--- config.mk ---
export PLATFORM = sky130hd
export DESIGN_NAME = wb_irqc
export DESIGN_NICKNAME = d
export VERILOG_FILES = /design/src/rtl/wb_irqc_pkg.sv /design/src/rtl/irqc_sync.sv /design/src/rtl/wb_irqc.sv
export SDC_FILE = /design/constraint.sdc
export NUM_CORES = 1
export LEC_CHECK = 0
export CORE_ASPECT_RATIO = 1.2
export CORE_UTILIZATION = 30
export CTS_CLUSTER_SIZE = 16
export DETAILED_ROUTE_END_ITERATION = 8
export SYNTH_ARGS = -nofsm -noshare
export SYNTH_HDL_FRONTEND = slang
export SYNTH_HIERARCHICAL = 1
export SYNTH_SLANG_ARGS = --single-unit
--- constraint.sdc ---
create_clock -name wb_clk_i -period 2.29 [get_ports wb_clk_i]
set_input_delay 0.229 -clock wb_clk_i [delete_from_list [all_inputs] [get_ports wb_clk_i]]
set_output_delay 0.229 -clock wb_clk_i [all_outputs]
set_load 0.01 [all_outputs]
--- src/rtl/wb_irqc_pkg.sv ---
// wb_irqc_pkg: register map, limits and byte-lane helper shared by the wb_irqc interrupt controller
package wb_irqc_pkg;
  typedef logic [4:0] irqc_off_t;
  localparam irqc_off_t IRQC_RAW = 5'h00;
  localparam irqc_off_t IRQC_PENDING = 5'h04;
  localparam irqc_off_t IRQC_ENABLE = 5'h08;
  localparam irqc_off_t IRQC_MODE = 5'h0C;
  localparam irqc_off_t IRQC_POLARITY = 5'h10;
  localparam irqc_off_t IRQC_ACTIVE = 5'h14;
  localparam irqc_off_t IRQC_SWSET = 5'h18;
  localparam irqc_off_t IRQC_ID = 5'h1C;
  localparam int IRQC_ID_VALID_BIT = 31;
  localparam int IRQC_MAX_SRC = 32;
  function automatic logic [31:0] irqc_lanes(input logic [3:0] sel);
    return {{8{sel[3]}}, {8{sel[2]}}, {8{sel[1]}}, {8{sel[0]}}};
  endfunction
endpackage

--- src/rtl/irqc_sync.sv ---
// irqc_sync: per-bit two-flop synchroniser for interrupt sources asynchronous to the bus clock
module irqc_sync #(
  parameter int W = 1
) (
  input  logic         clk,
  input  logic         rst,
  input  logic [W-1:0] d,
  output logic [W-1:0] q
);
  logic [W-1:0] meta;
  always_ff @(posedge clk or posedge rst)
    if (rst) {q, meta} <= '0;
    else {q, meta} <= {meta, d};
endmodule

--- src/rtl/wb_irqc.sv ---
// wb_irqc: Wishbone interrupt controller (enable/mode/polarity/W1C pending/SWSET/ID); define IRQC_SYNC_EN to synchronise async sources
module wb_irqc
  import wb_irqc_pkg::*;
#(
  parameter int NUM_SRC = 8,
  parameter logic [IRQC_MAX_SRC-1:0] RST_ENABLE = '0,
  parameter logic [IRQC_MAX_SRC-1:0] RST_MODE = '0
) (
  input  logic               wb_clk_i,
  input  logic               wb_rst_i,
  input  logic [4:0]         wb_adr_i,
  input  logic [31:0]        wb_dat_i,
  input  logic [3:0]         wb_sel_i,
  input  logic               wb_we_i,
  input  logic               wb_cyc_i,
  input  logic               wb_stb_i,
  output logic [31:0]        wb_dat_o,
  output logic               wb_ack_o,
  output logic               wb_err_o,
  output logic               wb_rty_o,
  input  logic [NUM_SRC-1:0] irq_src_i,
  output logic [NUM_SRC-1:0] irq_o,
  output logic               irq_any_o
);
  logic [NUM_SRC-1:0] src, n, prev, pending, enable, mode, polarity, active;
  logic [NUM_SRC-1:0] m, d, set_hw, w1c, sw_set;
  logic [31:0] lane_mask, rd;
  irqc_off_t off;
  logic acc, wr, unused;
  function automatic logic [4:0] lowest(input logic [NUM_SRC-1:0] v);
    logic [4:0] r = 5'd0;
    for (int i = NUM_SRC - 1; i >= 0; i--) if (v[i]) r = 5'(i);
    return r;
  endfunction
`ifdef IRQC_SYNC_EN
  irqc_sync #(.W(NUM_SRC)) u_sync (.clk(wb_clk_i), .rst(wb_rst_i), .d(irq_src_i), .q(src));
`else
  assign src = irq_src_i;
`endif
  assign wb_err_o = 1'b0;
  assign wb_rty_o = 1'b0;
  assign off = {wb_adr_i[4:2], 2'b00};
  assign acc = wb_cyc_i & wb_stb_i & ~wb_ack_o;
  assign wr = acc & wb_we_i;
  assign lane_mask = irqc_lanes(wb_sel_i);
  assign m = lane_mask[NUM_SRC-1:0];
  assign d = wb_dat_i[NUM_SRC-1:0];
  assign n = src ^ polarity;
  assign active = pending & enable;
  assign set_hw = (mode & n & ~prev) | (~mode & n);
  assign w1c = (wr && off == IRQC_PENDING) ? d & m : '0;
  assign sw_set = (wr && off == IRQC_SWSET) ? d & m : '0;
  assign unused = ^{wb_adr_i[1:0], lane_mask, wb_dat_i};
  always_comb begin
    rd = 32'd0;
    case (off)
      IRQC_RAW:      rd = 32'(n);
      IRQC_PENDING:  rd = 32'(pending);
      IRQC_ENABLE:   rd = 32'(enable);
      IRQC_MODE:     rd = 32'(mode);
      IRQC_POLARITY: rd = 32'(polarity);
      IRQC_ACTIVE:   rd = 32'(active);
      IRQC_ID:       rd = {|active, 26'd0, lowest(active)};
      default:       rd = 32'd0;
    endcase
  end
  // hardware set and SWSET are ORed after the clear so they win a same-edge W1C
  always_ff @(posedge wb_clk_i or posedge wb_rst_i)
    if (wb_rst_i) begin
      pending <= '0;
      enable <= RST_ENABLE[NUM_SRC-1:0];
      mode <= RST_MODE[NUM_SRC-1:0];
      polarity <= '0;
      prev <= '0;
      wb_ack_o <= 1'b0;
      wb_dat_o <= 32'd0;
      irq_o <= '0;
      irq_any_o <= 1'b0;
    end else begin
      wb_ack_o <= acc;
      if (acc) wb_dat_o <= rd;
      prev <= n;
      pending <= (pending & ~w1c) | set_hw | sw_set;
      if (wr && off == IRQC_ENABLE) enable <= (enable & ~m) | (d & m);
      if (wr && off == IRQC_MODE) mode <= (mode & ~m) | (d & m);
      if (wr && off == IRQC_POLARITY) polarity <= (polarity & ~m) | (d & m);
      irq_o <= active;
      irq_any_o <= |active;
    end
endmodule
# ---- Word-level counts from Yosys, hierarchy flattened
# Cells that the tools add are included.
dict set report word_totals {
  wordCells 58
  input_bits 54
  regBits 82
  output_inout_bits 44
}
dict set report op_classes {
  n_eq_ne 7
  n_bitwise 24
  mux 11
  reduce_logical 7
}
# cell count
set op_table {}
lappend op_table {{32-bit case mux with 7 select lines} 1}
lappend op_table {{8-bit bitwise AND} 9}
lappend op_table {{8-bit OR} 6}
lappend op_table {{5-bit two-way mux} 7}
lappend op_table {{8-bit inverter} 4}
lappend op_table {{8-bit two-way mux} 2}
lappend op_table {{3-bit equality test, second input constant} 4}
lappend op_table {{8-bit OR reduction} 1}
lappend op_table {{8-bit bitwise XOR} 1}
lappend op_table {{3-bit by 2-bit equality test with 1-bit output, second input constant} 2}
lappend op_table {{1-bit logical AND} 5}
lappend op_table {{5-bit logical NOT} 1}
lappend op_table {{1-bit bitwise AND} 3}
lappend op_table {{3-bit by 1-bit equality test with 1-bit output, second input constant} 1}
lappend op_table {{3-bit two-way mux} 1}
lappend op_table {{1-bit inverter} 1}

# ---- Depth between registers and ports, before layout
dict set report logic_depth {
  word_depth 10
  ltp_mapped 7
  mapped_depth_nobuf 5
}

# ---- Worst setup path before layout
# No wires, ideal clock.
dict set report synth_timing {
  kind {flip-flop to flip-flop}
  startpoint {register wb_ack_o}
  endpoint {register with a tool-made name}
  setup_slack_ps 674
  synth_period_minus_slack_ps 1616
  t_arrival_ps 1491
  setup_ps 125
  path_buffers 0
  path_stages_with_launch 6
  cell_sequence {dfrtp_1 -> nand3b_4 -> clkinv_4 -> nand3_4 -> nor3_4 -> mux2_2}
}
# element line_no
set synth_rtl {}
lappend synth_rtl {{start, declared} wb_irqc.sv:18} ;# output logic wb_ack_o,
lappend synth_rtl {{start signal, assigned} wb_irqc.sv:75} ;# wb_ack_o <= 1'b0;
lappend synth_rtl {{start signal, assigned} wb_irqc.sv:80} ;# wb_ack_o <= acc;

# ---- Worst setup path in the final report
dict set report layout_timing {
  startpoint {register wb_ack_o}
  endpoint {register pending[4]}
}
dict set report layout_via {
  elab_chain_len 9
}
# element line_no
set layout_lines {}
lappend layout_lines {{1-bit inverter *} wb_irqc.sv:43} ;# assign acc = wb_cyc_i & wb_stb_i & ~wb_ack_o;
lappend layout_lines {{1-bit bitwise AND *} wb_irqc.sv:43}
lappend layout_lines {{via acc} wb_irqc.sv:29} ;# logic acc, wr, unused;
lappend layout_lines {{1-bit bitwise AND *} wb_irqc.sv:44} ;# assign wr = acc & wb_we_i;
lappend layout_lines {{1-bit logical AND} wb_irqc.sv:51} ;# assign w1c = (wr && off == IRQC_PENDING) ? d & m : '0;
lappend layout_lines {{8-bit two-way mux} wb_irqc.sv:51}
lappend layout_lines {{8-bit inverter} wb_irqc.sv:83} ;# pending <= (pending & ~w1c) | set_hw | sw_set;
lappend layout_lines {{8-bit bitwise AND} wb_irqc.sv:83}
lappend layout_lines {{8-bit OR} wb_irqc.sv:83}
lappend layout_lines {{8-bit OR *} wb_irqc.sv:83}
lappend layout_lines {{end signal, assigned} wb_irqc.sv:83}
lappend layout_lines {{end, declared} wb_irqc.sv:25} ;# logic [NUM_SRC-1:0] src, n, prev, pending, enable, mode, polarity, active;
# The timed path passes the listed nets; every way through them passes the cells marked *.
# A chain may end at the register's enable or synchronous reset.

==> reports/summary.txt <==
Status: completed
Worst path slowest cell: nor2_1
Tmin final: 1810 ps
Worst-skew pair later-pin latency: 320 ps
Post-Synth Adder-Cell Area: 0
Synth area leaders: dfrtp_1 48%, mux2_2 9.2%, buf_4 6.2%
Main synth FF type: dfrtp_1
Final hold vios: 0
Largest family of logic cells by synthesized area: compound AO/OA/AOI/OAI gates
#FFs+latches synth: 59
Area share of the largest cell type after synthesis: 0.484
Post-synthesis xor/xnor area fraction: 0.0287
ANT nets after route: 0
GRT Total Usage: 0.144
Critical R2R Capture: pending[4]
Cts repair resizes: 0
DR vias: 2,218
Count of different cell masters after synthesis: 48
Rel. slew slack: 0.483
Routed WL: 6970 um
Layout area overhead: 27.3%
Cells on worst reg2reg path: 5
CP required: 2540 ps
Total power: 0.00291 W
Clock sinks: 59
CP Data Arrival Time: 2060 ps
GP Congestion: 0.775
Fraction of layout cells with a size suffix above 1: 0.195
Synth Area in Compound Gates: 0.143
Count of final setup violators: 0
Post-synthesis mux area share: 0.112
Max-Cap Viols: 0
Per-cell routed wire length: 15.1 um
Post-route DRC: 0
N_diodes: 0
DIE HEIGHT: 112 um
FMAX: 552 MHz
Worst setup startpoint: wb_ack_o
Clock-pin slew on the worst setup and hold paths: 50 ps
TritonCTS clock tree: yes
EDFF count, synth: 0
Critical path class: flop to flop
Die X: 94.1 um
Synth top cells by count: 59 x dfrtp_1, 30 x nand2_1, 25 x buf_4, 25 x mux2_2, 13 x o21ai_0
Fillcell total: 951
Antenna violations before repair: 0
First-pass GRT wire length: 11,200 um
CTS Hold Bufs: 0
Mean post-synth cell area: 11.1 um2
Worst r2r src: wb_ack_o
Max VDD drop: 0.363 mV
Cells after Synth: 275
NetSw: 0.000728 W
Comb power frac: 0.183
Post-CTS Setup Inserts: 0
I/O Buffers: 43
Power density over cell area: 750 mW/mm2
Worst Tran Pin Value: 773 ps
Static Leak: 1.75 nW
Cell Rows: 39
RSZ-0062 raised after global routing: false
Vias in the first global route: 2,158
Seq/Total Area, Yosys: 0.484
Initial Utilization: 0.314
FFs w/ async S/R, synth: 1.00
Synth Area in Simple Gates: 0.139
Sequential power share: 0.426
DRT iter0 DRCs: 151
Worst min-delay path class: input port to async pin
Setup slack, reg-to-reg: 480 ps
Startpoint Class: flop
Post-DP HPWL: 5140 um
Max-slew violations: 0
CP peak stage delay: 630 ps
Yosys warnings: 6
First-pass iteration count of the detailed router: 4
Period utilization: 0.791
CP max FO: 8
Clk buf depth: 2
CTS root buffer: clkbuf_16
GR Overflow Total: 0
Worst path cell trace: nand3b_4 > clkinv_4 > nand3_4 > nor2_1 > a221o_1
Crit end category: flop
Die area: 0.0106 mm2
Clock power frac: 0.391
Internal Pwr Total: 0.00218 W
Synth Cell Area: 0.00305 mm2
DR vias/cell: 4.81
Worst Skew: 3.85 ps
Largest net degree at the start of global routing: 31
Setup TNS: 0 ps
Area leader, netlist: dfrtp_1
Number of CTS-inserted buffers: 9
Io pins: 98
Fin nets: 390
Switching part of the total: 0.250
Top-count cell post-synth: dfrtp_1
Core Area: 0.00971 mm2
H-tree depth: 3
-- stage by stage --
| stage | hold WS (ps) | setup WS [ps] | area, um2 | utilization | std cells |
|---|---|---|---|---|---|
| 6_report | 320 | 478 | 3880 | 0.400 | 461 |
| 5_1_grt | 385 | 357 | 3880 | 0.400 | 461 |
| 4_1_cts | 353 | 420 | 3880 | 0.400 | 461 |
| 3_5_place_dp | 482 | 117 | 3630 | 0.374 | 448 |
| 3_3_place_gp | 468 | 99.3 | 3630 | 0.374 | 448 |
| 2_1_floorplan | 327 | 605 | 3140 | - | 299 |
-- metal layers --
metal	up-vias	wire, um	GRT usage
met3	5	339	0.0454
met5	-	0	0
li1	1051	-	-
met2	73	3490	0.229
met4	0	61	0.0390
met1	1089	3080	0.187
-- cell type report --
| type | instances | area [um2] | area share |
|---|---|---|---|
| clock buffers | 13 | 250 | 0.0644 |
| inverters | 12 | 50.0 | 0.0129 |
| multi-input cells | 194 | 1380 | 0.356 |
| flip-flops and latches | 59 | 1480 | 0.380 |
| well taps | 123 | 154 | 0.0396 |
| repair buffers | 60 | 571 | 0.147 |
-- worst max path at each step --
stage	to
floorplan	async pin
global placement	pending[4]
detailed placement	pending[1]
CTS	pending[4]
global route	pending[4]
finish	pending[4]
-- worst max-delay path, delay by kind of cell (launching register included) --
kind / cells / cell delay (ps)
flops: 1 / 370
simple gates: 3 / 980
buf+inv: 1 / 130
compound gates: 1 / 280
-- kinds of logic (layout without fill, tap and decap cells) --
kind of cell,count (synthesis),after routing
other cells,1,25
buf+inv,46,85
xor+xnor,10,10
mux,31,31
simple gates,69,69
compound gates,59,59
flops,59,59
-- layout by cell type (no fill, tap or decap), types with 7 or more instances in the layout --
master	n
dfrtp_1	59
clkdlybuf4s50_1	43
o21ai_0	13
a21boi_0	8
clkbuf_16	9
a21oi_1	7
conb_1	25
mux2_2	25
inv_1	10
xor2_1	8
nand2_1	30
a221o_1	8
buf_4	16
-- power groups by stage --
stage                     Clock [W]  Combinational (W)  Sequential [W]
after floorplan                   0           0.000314         0.00126
after global placement            0           0.000525         0.00125
after detailed placement          0           0.000535         0.00126
after CTS                   0.00117           0.000537         0.00124
after global routing        0.00123           0.000589         0.00126
final                       0.00114           0.000532         0.00124
Power figures use the tool's default switching activity.
